`src/rtl/adc_stream_fifo_mc.sv`:
```
// Channel-tagged synchronous sample FIFO with a per-channel enable mask, selectable
// drop-new/drop-oldest overflow handling, an overrun counter, a watermark flag and a peak tracker.
module adc_stream_fifo_mc #(
  parameter int DATA_W      = 32,
  parameter int DEPTH_WORDS = 64,
  parameter int N_CH        = 4,
  localparam int CH_W  = (N_CH > 1) ? $clog2(N_CH) : 1,
  localparam int LVL_W = $clog2(DEPTH_WORDS + 1),
  localparam int AW    = $clog2(DEPTH_WORDS)
) (
  input  logic              clk,
  input  logic              rst_n,
  input  logic              push_valid,
  input  logic [DATA_W-1:0] push_data,
  input  logic [CH_W-1:0]   push_ch,
  output logic              push_ready,
  output logic              pop_valid,
  output logic [DATA_W-1:0] pop_data,
  output logic [CH_W-1:0]   pop_ch,
  input  logic              pop_ready,
  input  logic [N_CH-1:0]   ch_enable,
  input  logic              drop_oldest,
  input  logic              flush,
  input  logic [LVL_W-1:0]  wm_level,
  output logic              wm_hit,
  output logic [LVL_W-1:0]  level_words,
  output logic [LVL_W-1:0]  peak_words,
  input  logic              peak_clear,
  output logic              overrun_sticky,
  output logic [15:0]       overrun_count,
  input  logic              overrun_clear
);

  if (DEPTH_WORDS < 2 || (DEPTH_WORDS & (DEPTH_WORDS - 1)) != 0) begin : g_bad_depth
    $fatal(1, "adc_stream_fifo_mc: DEPTH_WORDS must be a power of two >= 2");
  end
  if (DATA_W < 1 || N_CH < 1) begin : g_bad_width
    $fatal(1, "adc_stream_fifo_mc: DATA_W and N_CH must be >= 1");
  end

  logic [DATA_W+CH_W-1:0] mem [DEPTH_WORDS];
  logic [AW-1:0]          wr_ptr;
  logic [AW-1:0]          rd_ptr;
  logic [LVL_W-1:0]       count;
  logic [LVL_W-1:0]       next_count;
  logic [LVL_W-1:0]       peak;
  logic [15:0]            ovr_cnt;
  logic                   ovr_st;
  logic                   full;
  logic                   empty;
  logic                   ch_en;
  logic                   do_write;
  logic                   do_pop;
  logic                   discard;
  logic                   rd_adv;
  logic                   ovr_event;

  // Out-of-range tags never match a loop index, so they read as disabled.
  always_comb begin
    ch_en = 1'b0;
    for (int i = 0; i < N_CH; i++) begin
      if (push_ch == CH_W'(i)) ch_en = ch_enable[i];
    end
  end

  assign full  = (count == LVL_W'(DEPTH_WORDS));
  assign empty = (count == '0);

  assign push_ready = ~ch_en | drop_oldest | ~full;
  assign do_write   = push_valid & ch_en & (drop_oldest | ~full);
  assign do_pop     = pop_ready & ~empty;
  assign discard    = push_valid & ch_en & drop_oldest & full & ~pop_ready;
  assign rd_adv     = do_pop | discard;
  assign ovr_event  = ~flush & push_valid & ch_en & full & (~drop_oldest | ~pop_ready);

  // A drop-oldest discard is a write plus a read-pointer advance, so occupancy holds.
  always_comb begin
    next_count = count;
    if (flush) begin
      next_count = '0;
    end else begin
      case ({do_write, rd_adv})
        2'b10:   next_count = count + LVL_W'(1);
        2'b01:   next_count = count - LVL_W'(1);
        default: next_count = count;
      endcase
    end
  end

  always_ff @(posedge clk) begin
    if (do_write && !flush) mem[wr_ptr] <= {push_data, push_ch};
  end

  always_ff @(posedge clk) begin
    if (!rst_n) begin
      wr_ptr  <= '0;
      rd_ptr  <= '0;
      count   <= '0;
      peak    <= '0;
      ovr_st  <= 1'b0;
      ovr_cnt <= '0;
    end else begin
      if (flush) begin
        wr_ptr <= '0;
        rd_ptr <= '0;
      end else begin
        if (do_write) wr_ptr <= wr_ptr + AW'(1);
        if (rd_adv)   rd_ptr <= rd_ptr + AW'(1);
      end
      count <= next_count;

      if (peak_clear)             peak <= next_count;
      else if (next_count > peak) peak <= next_count;

      // An event coinciding with a clear restarts the count at one.
      if (ovr_event) begin
        ovr_st <= 1'b1;
        if (overrun_clear)           ovr_cnt <= 16'd1;
        else if (ovr_cnt != 16'hFFFF) ovr_cnt <= ovr_cnt + 16'd1;
      end else if (overrun_clear) begin
        ovr_st  <= 1'b0;
        ovr_cnt <= '0;
      end
    end
  end

  assign pop_valid      = ~empty;
  assign {pop_data, pop_ch} = mem[rd_ptr];
  assign level_words    = count;
  assign peak_words     = peak;
  assign wm_hit         = (wm_level != '0) && (count >= wm_level);
  assign overrun_sticky = ovr_st;
  assign overrun_count  = ovr_cnt;

endmodule

```
`config.mk`:
```
export PLATFORM = sky130hd
export DESIGN_NAME = adc_stream_fifo_mc
export DESIGN_NICKNAME = d
export VERILOG_FILES = /design/src/rtl/adc_stream_fifo_mc.sv
export SDC_FILE = /design/constraint.sdc
export NUM_CORES = 2
export LEC_CHECK = 0
export BUFFER_PORTS_ARGS = -buffer_cell sky130_fd_sc_hd__buf_2
export CORE_ASPECT_RATIO = 1.1
export CORE_MARGIN = 2
export CORE_UTILIZATION = 45
export DETAILED_ROUTE_END_ITERATION = 8
export SYNTH_ARGS = -nofsm -noshare
export SYNTH_HDL_FRONTEND = slang
export SYNTH_SLANG_ARGS = --single-unit
```
`constraint.sdc`:
```
create_clock -name clk -period 4.85 [get_ports clk]
set_input_delay 0.2425 -clock clk [delete_from_list [all_inputs] [get_ports clk]]
set_output_delay 0.2425 -clock clk [all_outputs]
set_load 0.03 [all_outputs]
```
==> flow_summary.yaml <==
synth:
  ys_seq_area_share_pct: 78.39
  synth-edff-count: 2176
  syn-mean-instance-area_um2: 22.40
  synth.lib_cells_used.distinct: 56
  ys_top_cells_by_count: "sky130_fd_sc_hd__edfxtp_1 (2176), sky130_fd_sc_hd__mux4_2 (545), sky130_fd_sc_hd__nor2_1 (146), sky130_fd_sc_hd__o22ai_1 (105), sky130_fd_sc_hd__clkbuf_1 (97)"
  synth_fp_nets: 3850
  async_flop_share_pct: 0
  synthDominantAreaCellType: "sky130_fd_sc_hd__edfxtp_1"
  synth_seq_cells: 2225
  synth_most_common_cell: "sky130_fd_sc_hd__edfxtp_1"
  yosysWarningCount: 0
  synth.top_cell.area_share_pct: 77.23
  netlist_instances: 3777
  synth_area_um2: 84610
  synthFlopType: "sky130_fd_sc_hd__edfxtp_1"
  ys_top_cells_by_area: "sky130_fd_sc_hd__edfxtp_1 (77%), sky130_fd_sc_hd__mux4_2 (15%), sky130_fd_sc_hd__dfxtp_1 (1.2%)"
routing:
  avgRoutedWirePerCell_um: 32.57
  drt_iter0_drc: 4513
  route.antenna.remaining_nets: 0
  detail_route.vias_per_cell: 6.101
  post-route-drc-count: 0
  detail_route.first_pass.iterations: 6
  detailroute.via_count: 41230
  routed_wl_um: 220100
clocking:
  cts.reportedPaths.clkPinSlew_ps: 60
  numCtsBuffers: 208
  h-tree-depth: 4
  cts_tree: "yes"
  worst_skew_pair.late_latency_ps: 860
  clk_root_buffer_cell: "sky130_fd_sc_hd__clkbuf_16"
  clk_path_buf_depth: 3
  numClockSinks: 2225
die:
  initial_core_util_pct: 45.37
  std_cell_rows: 166
  chipHeight_um: 458.8
  io_pins: 121
  die_ar_um2: 191500
  floorplan.die.width_um: 417.4
  placeableCoreArea_um2: 186500
final_layout:
  finalNonFillerCells: 6758
  final_core_util_pct: 52.06
  synthToLayoutAreaGrowth_pct: 14.75
  share_of_layout_cells_above_drive_strength_1_pct: 30.00
  final_net_count: 4214
critical_path:
  critPathLaunchType: "flop"
  crit_required_ps: 4610
  crit_path_class: "reg -> out"
  crit_chain: "or2_2 > o22ai_1 > nor3_1 > a21oi_1 > o221ai_1 > buf_2"
  crit_path_max_incr_delay_ps: 920
  endpoint_kind: "output pin"
  crit_arrival_ps: 4580
  crit_fanout: 26
  worst_path_max_delay_cell: "sky130_fd_sc_hd__dfxtp_1"
power_and_ir_drop:
  leakage_nw: 29.61
  pwr_density_cell_nw_per_um2: 395.3
  total_power_mw: 38.38
  vdd_ir_drop_max_uv: 373.3
timing:
  worst_hold_slack_ps: 63.57
  timing.final.crit_share_pct: 99.36
  fin_ws_ps: 30.98
  maxSlewViolCount: 0
  achievable-frequency_mhz: 207.5
  finalHoldViolCount: 0
  setup_viol: 0
  final.min_clock_period_ps: 4819
  worst_slew_slack_as_a_fraction_of_its_limit_pct: 11.78
  worst-slew-pin-transition_ps: 1317
  worst_clock_skew_ps: 32.65
placed_design:
  place.gp.congestion: 0.8438
  dp_cells: 6356
  numPortBuffers: 120
  pre_cts_ws_ps: -95.39
  place_hpwl_um: 125500
global_route:
  grt_pass1_wl_um: 312700
  antenna_found_initial: 10
  grt_overflow_total: 0
  grt_start_max_net_pins: 89
  first_global_vias: 41990
  grt.total_usage_pct: 23.18
status:
  outcome: "complete, no violations"
worst_hold_path:
  hold_path_class: "in -> reg"
run:
  max_cap_violations: 0
## cells by family (layout without fill, tap and decap cells)
group                      count (synthesis)  in the layout  synth area share, %
DFF                                     2225           2225                78.39
muxes                                    549            549                14.55
AOI/OAI and AO/OA                        391            391                3.477
and+or+nand+nor                          320            320                1.775
buffers and inverters                    242            781                1.204
xor gates and xnor gates                  30             30               0.3105
adders and majority gates                 20             20               0.2957
other                                      0              6                    0
## final cells by class
class                   count  area, µm²
diodes                      6      15.01
clock buffers             263       5411
clock inverters           122       1321
fillers                 14460      89420
inverters                  22      82.58
multi-input cells        1310      17810
flip-flops and latches   2225      66330
well taps                2436       3048
repair buffers            374       3070
## placed cells by master (no fill, tap or decap), drive strengths merged, types with 4 or more instances in the layout
cell type and n:
diode 6, o21ai 12, bufinv 22, nand2 42
o41ai 5, and2 6, nand3 19, nand4 15
mux2i 4, nand3b 4, clkbuf 263, clkinvlp 6
clkinv 84, nor2 146, dfxtp 49, dlygate4sd3 10
or2 7, and3 5, xor2 18, a22o 68
buf 364, nand2b 9, inv 32, o221ai 34
nor4 4, a22oi 42, a21oi 40, xnor2 12
edfxtp 2176, a221oi 68, ha 20, nor2b 15
mux4 545, nor3 36, o22ai 105
## worst paths after layout
path	from	to	slack, ps	cells after the start
worst max-delay path	flop	pop_data[15]	30	6
worst min-delay path	push_data[4]	mem[13][6]$_DFFE_PP_	60	2
worst max register to register	level_words[1]$_SDFF_PN0_	peak_words[1]$_SDFFE_PN0P_	250	18
worst min register to register	peak_words[2]$_SDFFE_PN0P_	peak_words[2]$_SDFFE_PN0P_	490	2
## worst max-delay path, delay by kind of cell, from the launching register on
kind | cells | cell delay, ps
flip-flops | 1 | 920
buffers and inverters | 1 | 300
AO/OA/AOI/OAI | 3 | 1040
AND/OR/NAND/NOR | 2 | 1470
## what timing repair did
| action | CTS | global route |
|---|---|---|
| hold buffers | 10 | 0 |
| pin swaps | 0 | 0 |
| setup endpoints to repair | 1 | 7 |
| setup buffers | 1 | 0 |
| gates resized for setup | 0 | 2 |
| endpoints found under the hold margin | 23 | 0 |
## metal layers
layer | part of all wire [%] | wire length, µm | global-route usage, % | vias to the layer above
met5 | 0 | 0 | 0 | -
met4 | 3.2 | 7083 | 7.309 | 0
met3 | 6.9 | 15290 | 4.050 | 297
met2 | 50 | 110200 | 38.26 | 1654
met1 | 40 | 87600 | 31.61 | 22320
li1 | - | - | - | 16960
## state kept, by name (all words and copies together), names as in the netlist, named ones only
signal	flops
mem	2176
overrun_count	16
level_words	7
peak_words	7
rd_ptr	6
wr_ptr	6
overrun_sticky	1
## report_power, final
part | switching [mW] | total, mW | internal [mW]
clock | 7.07 | 16.2 | 9.10
sequential | 0.0113 | 21.1 | 21.1
combinational | 0.715 | 1.09 | 0.371
total | 7.80 | 38.4 | 30.6
## stage by stage
step	TNS (ps)	area (µm²)
6_report	0	97100
5_1_grt	-10.26	97090
4_1_cts	0	97060
3_5_place_dp	-159.0	90210
3_3_place_gp	-39.45	90210
2_1_floorplan	0	84630
Power figures use the tool's default switching activity.
